### config.mk
export PLATFORM = sky130hd
export DESIGN_NAME = seg_scan_driver
export DESIGN_NICKNAME = d
export VERILOG_FILES = /design/src/rtl/seg_scan_driver.sv
export SDC_FILE = /design/constraint.sdc
export NUM_CORES = 1
export LEC_CHECK = 0
export ABC_CLOCK_PERIOD_IN_PS = 2400
export CAP_MARGIN = 25
export CORE_MARGIN = 5
export CORE_UTILIZATION = 48
export DETAILED_ROUTE_END_ITERATION = 8
export PLACE_DENSITY_LB_ADDON = 0.2
export SETUP_SLACK_MARGIN = 0.05
export SLEW_MARGIN = 20
export SYNTH_ARGS = -nofsm -noshare
export SYNTH_HDL_FRONTEND = slang
export SYNTH_SLANG_ARGS = --single-unit
### constraint.sdc
create_clock -name clk_core -period 2.4 [get_ports clk_core]
set_clock_uncertainty 0.05 [all_clocks]
set_input_delay 0.24 -clock clk_core [delete_from_list [all_inputs] [get_ports clk_core]]
set_output_delay 0.24 -clock clk_core [all_outputs]
set_load 0.02 [all_outputs]
### src/rtl/seg_scan_driver.sv
`timescale 1ns/1ps
// seg_scan_driver: six-digit multiplexed 7-segment driver for a MM:SS.hh
// stopwatch display. The BCD time is snapshotted once per frame so a frame
// never mixes digits from two different input values. Each digit slot
// starts with a short all-off blanking window to hide anode ghosting.
// All display outputs are registered with one cycle of latency.
module seg_scan_driver #(
    parameter int SCAN_DIV  = 50000,  // clk_core cycles per digit slot (>= 2)
    parameter int BLANK_CYC = 8       // anode-off cycles at slot start (1..SCAN_DIV-1)
) (
    input  logic       clk_core,
    input  logic       rst,           // asynchronous, active-low
    input  logic [7:0] min_i,         // packed BCD {tens,ones}
    input  logic [7:0] sec_i,         // packed BCD {tens,ones}
    input  logic [7:0] ms_10_i,       // packed BCD {tens,ones}, hundredths
    input  logic       lzb,           // blank minutes-tens when it is zero
    output logic [5:0] an,            // active-low anodes, an[0] rightmost
    output logic [6:0] seg,           // active-low {g,f,e,d,c,b,a}
    output logic       dp,            // active-low decimal point
    output logic       frame_o        // one-cycle pulse after snapshot load
);

    localparam int CW = (SCAN_DIV > 2) ? $clog2(SCAN_DIV) : 1;

    localparam logic [5:0] AN_OFF   = 6'b111111;
    localparam logic [6:0] SEG_OFF  = 7'b1111111;
    localparam logic [6:0] SEG_DASH = 7'b0111111;

    typedef enum logic {
        ST_BLANK,
        ST_SHOW
    } state_t;

    logic [CW-1:0] cnt;
    logic [2:0]    idx;
    logic [23:0]   snap;   // {min, sec, ms_10}; nibble n belongs to digit idx n
    state_t        state;

    state_t        state_nxt;
    logic [3:0]    digit;
    logic [5:0]    an_nxt;
    logic [6:0]    seg_nxt;
    logic          dp_nxt;
    logic          frame_nxt;
    logic          slot_end;
    logic          frame_start;

    // BCD digit to active-low gfedcba; anything above 9 shows a dash
    function automatic logic [6:0] bcd_to_seg(input logic [3:0] d);
        logic [6:0] s;
        case (d)
            4'd0:    s = 7'b1000000;
            4'd1:    s = 7'b1111001;
            4'd2:    s = 7'b0100100;
            4'd3:    s = 7'b0110000;
            4'd4:    s = 7'b0011001;
            4'd5:    s = 7'b0010010;
            4'd6:    s = 7'b0000010;
            4'd7:    s = 7'b1111000;
            4'd8:    s = 7'b0000000;
            4'd9:    s = 7'b0010000;
            default: s = SEG_DASH;
        endcase
        return s;
    endfunction

    assign slot_end    = (cnt == CW'(SCAN_DIV - 1));
    assign frame_start = (cnt == '0) && (idx == 3'd0);

    // Slot/digit scan counters and the per-frame snapshot of the time inputs
    always_ff @(posedge clk_core or negedge rst) begin
        if (!rst) begin
            cnt  <= '0;
            idx  <= 3'd0;
            snap <= '0;
        end else begin
            // NOTE: sequential state uses non-blocking assignments so every
            // register samples the pre-edge values of its neighbours.
            if (slot_end) begin
                cnt <= '0;
                idx <= (idx == 3'd5) ? 3'd0 : idx + 3'd1;
            end else begin
                cnt <= cnt + CW'(1);
            end
            // Load happens inside the blanking window, so no shown digit ever
            // changes source mid-slot.
            if (frame_start) begin
                snap <= {min_i, sec_i, ms_10_i};
            end
        end
    end

    // Decode the next display value from the current scan position
    always_comb begin
        // NOTE: every signal gets a default first so no path leaves one
        // unassigned, which would infer a latch.
        digit     = 4'h0;
        an_nxt    = AN_OFF;
        seg_nxt   = SEG_OFF;
        dp_nxt    = 1'b1;
        frame_nxt = frame_start;
        state_nxt = (cnt < CW'(BLANK_CYC)) ? ST_BLANK : ST_SHOW;

        case (idx)
            3'd0:    digit = snap[3:0];
            3'd1:    digit = snap[7:4];
            3'd2:    digit = snap[11:8];
            3'd3:    digit = snap[15:12];
            3'd4:    digit = snap[19:16];
            3'd5:    digit = snap[23:20];
            default: digit = 4'h0;
        endcase

        if (state_nxt == ST_SHOW) begin
            an_nxt = ~(6'b000001 << idx);
            // lzb is live, so the blanking can be toggled without waiting a frame
            if ((idx == 3'd5) && lzb && (digit == 4'd0)) begin
                seg_nxt = SEG_OFF;
            end else begin
                seg_nxt = bcd_to_seg(digit);
            end
            // Separators after minutes and after seconds: MM.SS.hh
            dp_nxt = !((idx == 3'd2) || (idx == 3'd4));
        end
    end

    // Blank/show FSM with registered display outputs
    always_ff @(posedge clk_core or negedge rst) begin
        if (!rst) begin
            state   <= ST_BLANK;
            an      <= AN_OFF;
            seg     <= SEG_OFF;
            dp      <= 1'b1;
            frame_o <= 1'b0;
        end else begin
            state   <= state_nxt;
            frame_o <= frame_nxt;
            case (state_nxt)
                ST_SHOW: begin
                    an  <= an_nxt;
                    seg <= seg_nxt;
                    dp  <= dp_nxt;
                end
                default: begin
                    an  <= AN_OFF;
                    seg <= SEG_OFF;
                    dp  <= 1'b1;
                end
            endcase
        end
    end

endmodule

==> results of run 1 <==
per-layer routing:
| layer | wire (um) | track usage |
|---|---|---|
| met1 | 2640 | 0.216 |
| met2 | 3010 | 0.254 |
| met5 | 0 | 0 |
| met4 | 55 | 0.0734 |
| met3 | 316 | 0.0417 |
cells by family after synthesis:
kind of cell,Yosys count
DFF,58
and+or+nand+nor,68
AOI/OAI and AO/OA,30
buffers and inverters,20
adders and majority gates,9
xor gates and xnor gates,14
muxes,31
synth_stat cells (7+ instances only):
master    instances
inv_1             8
dfstp_2          14
ha_1              9
o21ai_0           8
clkbuf_1          7
mux2_1           19
dfrtp_1          44
nor2_1           16
nand2_1          16
mux2_2            8
xor2_1            8
critical path, cell delays in order (launching register included):
cell      delay (ns)
dfrtp_1         0.38
or4_1           0.51
or4_4           0.43
and4bb_4        0.38
buf_12          0.16
mux2_2          0.34
path summary, 6_finish.rpt:
| kind | start | end | slack [ns] | depth (start not counted) |
|---|---|---|---|---|
| setup / recovery | cnt[15]$_DFF_PN0_ | snap[4]$_DFFE_PN0P_ | 0.04 | 5 |
| hold / removal | rst | snap[10]$_DFFE_PN0P_ | 0.32 | 2 |
| setup reg to reg | cnt[15]$_DFF_PN0_ | snap[4]$_DFFE_PN0P_ | 0.04 | 5 |
| hold reg to reg | snap[14]$_DFFE_PN0P_ | snap[14]$_DFFE_PN0P_ | 0.44 | 1 |
| max in group asynchronous | rst | an[0]$_DFF_PN1_ | 1.27 | 3 |
| min in group clk_core | snap[14]$_DFFE_PN0P_ | snap[14]$_DFFE_PN0P_ | 0.44 | 1 |
report_power, final:
group,total [mW],internal (mW),switching (mW)
clock network,0.983,0.609,0.373
logic,0.173,0.100,0.0732
registers,1.03,1.02,0.0146
total,2.19,1.73,0.461
flip-flops by register name (all words and copies together) (netlist names):
signal / flops
cnt: 16
dp: 1
seg: 7
snap: 24
frame_o: 1
an: 6
idx: 3
cell type report:
cell class / count / share of cell area
repair buffers: 74 / 0.185
clock buffers: 11 / 0.0379
flip-flops and latches: 58 / 0.395
well taps: 72 / 0.0242
multi-input cells: 152 / 0.330
clock inverters: 5 / 0.0208
inverters: 8 / 0.00805
metrics by stage:
stage                     power, mW  instances  worst slack, ns
after floorplan                1.11        230          -0.0201
after global placement         1.21        355           0.0804
after detailed placement       1.21        355           0.0400
after CTS                      2.19        372           0.0306
after global routing           2.28        380          -0.0443
final                          2.19        380           0.0396
timing repair:
item	4_1_cts	5_1_grt
setup buffers	0	6
endpoints found under the hold margin	16	0
pin swaps	0	4
setup endpoints to repair	16	30
gates resized for setup	0	22
cloned	0	2
hold buffers	1	0
placed cells by master, fill, tap and decap left out, types with 2 or more instances in the layout:
cell type,count
dfrtp_1,42
clkdlybuf4s50_1,40
buf_4,29
nand2_1,16
nor2_1,15
dfstp_2,14
mux2_4,12
clkbuf_8,10
mux2_1,9
ha_1,9
inv_1,8
o21ai_0,8
xor2_1,8
nand3_1,6
mux2_2,6
xnor2_1,6
nand4_1,4
a21oi_1,4
nor3_1,3
mux2i_1,3
and3_1,3
and3b_1,2
o211ai_1,2
a22o_1,2
a21o_1,2
and2_1,2
o221ai_1,2
and4_1,2
or3_1,2
clkinv_2,2
bufinv_16,2
dfrtp_2,2
==> flow_summary.ini, run 1 <==
[status]
status = completed

[power_and_ir_drop]
power_density_mw_per_mm2 = 586
p_leak_nw = 1.65
max-vdd-ir-drop_mv = 0.364

[finish]
antennaDiodeCount = 0
regArea_mm2 = 0.00147
fill_cells = 410
final_util = 0.677
drive_gt1_frac = 0.295
multi_input_area_mm2 = 0.00123
finalNetCount = 339
areaGrowthSynthToFinish_pct = 37.2
design_area_mm2 = 0.00373

[placement]
globalplace.congestion = 0.849
portBuffers = 41
place_area_mm2 = 0.00334
dpl.hpwl_mm = 3.93

[logic_synthesis]
ys_warn_count = 0
yosysSeqAreaShare = 0.541
synth_compound_area_frac = 0.0746
synth_edf_count = 0
synthAdderAreaFrac = 0.0414
synthDominantCellAreaShare = 0.405
ys_top_cells_by_area = dfrtp_1 41%, dfstp_2 14%, mux2_1 7.9%
synth_top_family_by_area = simple AND/OR/NAND/NOR gates
ys.flop_type = dfrtp_1
synthCells = 230
yosys.area_share.simple = 0.132
yosysTopAreaCell = dfrtp_1
synthXorXnorAreaFrac = 0.0451
syn_area_mm2 = 0.00272
ys_seq_elements = 58
synthMuxAreaShare = 0.131
synth.distinct_cells = 49
synth_nets = 266
async_reset_ff_frac = 1.00
avgSynthCellArea_um2 = 11.8

[sta]
finalSetupViolCount = 0
period_share = 0.984
rsz0062_at_grt = true
relSlewSlack = 0.604
finalHoldViolations = 0
clock.fmax_ghz = 0.424
slew_violations = 0
worstMarginPinSlew_ns = 0.589
finalSetupTns_ns = 0
hold_slack_ns = 0.321
timing.final.crit_period_ns = 2.36

[worst_setup_path]
critPathMaxFanout = 13
worst_ep_arrival_time_ns = 2.53
path_class = flip-flop to flip-flop
cp-start-kind = flip-flop
cp.required_ns = 2.57
cp-end-kind = flip-flop

[global_routing]
grt.total_usage = 0.164
grt_max_degree = 26
antenna_found_initial = 0
grt_pass1_wl_mm = 9.32
grt_pass1_vias = 1918
globalRouteOverflowTotal = 0

[routing]
drtPass1Iterations = 4
drc = 0
detail_route.iter0.violations = 96
via_count = 2014
routed_wl_mm = 6.02
antenna_left = 0
wl_per_cell_um = 15.8
routed_via_density = 5.30

[floorplan]
die_x_um = 85.2
fp.dieArea_mm2 = 0.00727
pin_count = 42
num_rows = 27
chipHeight_um = 85.2
start_util = 0.494
core-area_mm2 = 0.00551

[clock_tree]
root_buffer = clkbuf_8
cts_max_level = 3
tritoncts = built
clockBufferDepth = 2
numCtsBuffers = 9
clock-sinks = 58
clk_pin_slew_ns = 0.07
insertion_delay_ns = 0.33

[worst_hold_path]
hold_class = input port to async pin

[flow_run]
maxCapViolations = 0
Note: power is estimated with default switching activity, not from simulation.
==> run 2, diff against run 1 <==
Settings changed: GPL_TIMING_DRIVEN from default to 1.
==> results of run 2 <==
Same layout as run 1: the final DEF is identical, and so are final timing and power.
==> run 3, diff against run 2 <==
Settings changed: PLACE_DENSITY from default to 0.77, PLACE_DENSITY_LB_ADDON 0.2 to default.
==> flow_summary.ini, run 3 (same netlist as run 1, synthesis figures left out) <==
[placement]
place_inst = 357
globalplace.congestion = 0.872
dpl.hpwl_mm = 3.87
portBuffers = 41

[sta]
clock.fmax_ghz = 0.427
period_share = 0.976
slew_violations = 0
finalSetupTns_ns = 0
finalSetupViolCount = 0
relSlewSlack = 0.524
finalHoldViolations = 0
worstMarginPinSlew_ns = 0.714
timing.final.crit_period_ns = 2.34
rsz0062_at_grt = true

[floorplan]
start_util = 0.494
die_x_um = 85.2
core-area_mm2 = 0.00551
chipHeight_um = 85.2
pin_count = 42
fp.dieArea_mm2 = 0.00727
num_rows = 27

[finish]
layout_commonest_cell = dfrtp_1
areaGrowthSynthToFinish_pct = 33.5
final_cells = 375
antennaDiodeCount = 0
drive_gt1_frac = 0.248
top_regs = snap x24, cnt x16, seg x7
final_util = 0.659
final_cell_mix = 43 x dfrtp_1, 40 x clkdlybuf4s50_1, 25 x buf_4, 18 x mux2_1
finalNetCount = 334
top_register = snap
largest_reg_flops = 24

[power_and_ir_drop]
total_power_mw = 2.14
p_leak_nw = 1.59
max-vdd-ir-drop_mv = 0.353
power_density_mw_per_mm2 = 590

[global_routing]
grt_max_degree = 59
grt.total_usage = 0.162
grt_pass1_wl_mm = 9.07
antenna_found_initial = 0
globalRouteOverflowTotal = 0
grt_pass1_vias = 1963

[routing]
routed_via_density = 5.18
drtPass1Iterations = 4
wl_per_cell_um = 15.0
antenna_left = 0
detail_route.iter0.violations = 132
routed_wl_mm = 5.61
via_count = 1944
drc = 0

[clock_tree]
root_buffer = clkbuf_8
numCtsBuffers = 9
clk_pin_slew_ns = 0.07
clockBufferDepth = 2
insertion_delay_ns = 0.35
clock-sinks = 58
cts_max_level = 3
tritoncts = built

[worst_setup_path]
cp.required_ns = 2.58
worst_ep_arrival_time_ns = 2.53
path_class = flip-flop to flip-flop
cp-start-kind = flip-flop
cp-end-kind = flip-flop
critPathMaxFanout = 12

[status]
status = completed

[flow_run]
maxCapViolations = 0

[worst_hold_path]
hold_class = flip-flop to flip-flop
[run 3: layer usage]
metal  part of all wire  track usage  up-vias
li1                   -            -      945
met1               0.45        0.198      958
met2               0.49        0.254       34
met3              0.049       0.0592        7
met4              0.015       0.0734        0
met5                  0            0        -
[run 3: final cells by class]
| type | count | area, um^2 |
|---|---|---|
| Fill cell | 433 | 1880 |
| Sequential cell | 58 | 1470 |
| Multi-Input combinational cell | 152 | 1180 |
| Timing Repair Buffer | 69 | 648 |
| Clock buffer | 10 | 138 |
| Tap cell | 72 | 90.1 |
| Clock inverter | 6 | 72.6 |
| Inverter | 8 | 30.0 |
[run 3: final timing paths]
check	slack, ns	startpoint	to	cells after the start
min	0.43	snap[16]$_DFFE_PN0P_	snap[16]$_DFFE_PN0P_	1
min reg2reg	0.43	snap[16]$_DFFE_PN0P_	snap[16]$_DFFE_PN0P_	1
min in group asynchronous	0.51	rst	snap[13]$_DFFE_PN0P_	3
max in group asynchronous	1.29	rst	idx[0]$_DFFE_PN0N_	3
max	0.06	cnt[15]$_DFF_PN0_	snap[4]$_DFFE_PN0P_	5
max reg2reg	0.06	cnt[15]$_DFF_PN0_	snap[4]$_DFFE_PN0P_	5
[run 3: critical path, cell delays in order (launching register included)]
cell and delay [ns]:
dfrtp_1 0.37, or4_1 0.51, or4_4 0.42, and4bb_4 0.37
clkbuf_16 0.18, mux2_2 0.33
[run 3: report_power, final]
| part | switching [mW] | leakage, nW | internal (mW) | total (mW) |
|---|---|---|---|---|
| Combinational | 0.0722 | 0.796 | 0.0929 | 0.165 |
| Sequential | 0.0130 | 0.690 | 1.02 | 1.03 |
| Clock | 0.429 | 0.104 | 0.520 | 0.949 |
| Total | 0.514 | 1.59 | 1.63 | 2.14 |
[run 3: stage by stage]
stage	instance area [um^2]	hold slack, ns	worst slack (ns)
2_1_floorplan	2720	-0.106	-0.0201
3_3_place_gp	3360	0.366	0.0833
3_5_place_dp	3360	0.371	0.00439
4_1_cts	3580	0.431	0.0346
5_1_grt	3630	0.428	-0.00896
6_report	3630	0.433	0.0571
[run 3: what timing repair did]
action	CTS	global route
buffers inserted	0	0
hold buffers	1	0
endpoints found under the hold margin	5	0
pin swaps	0	1
gates resized for setup	1	7
cloned	0	1
endpoints found under the setup margin	24	29
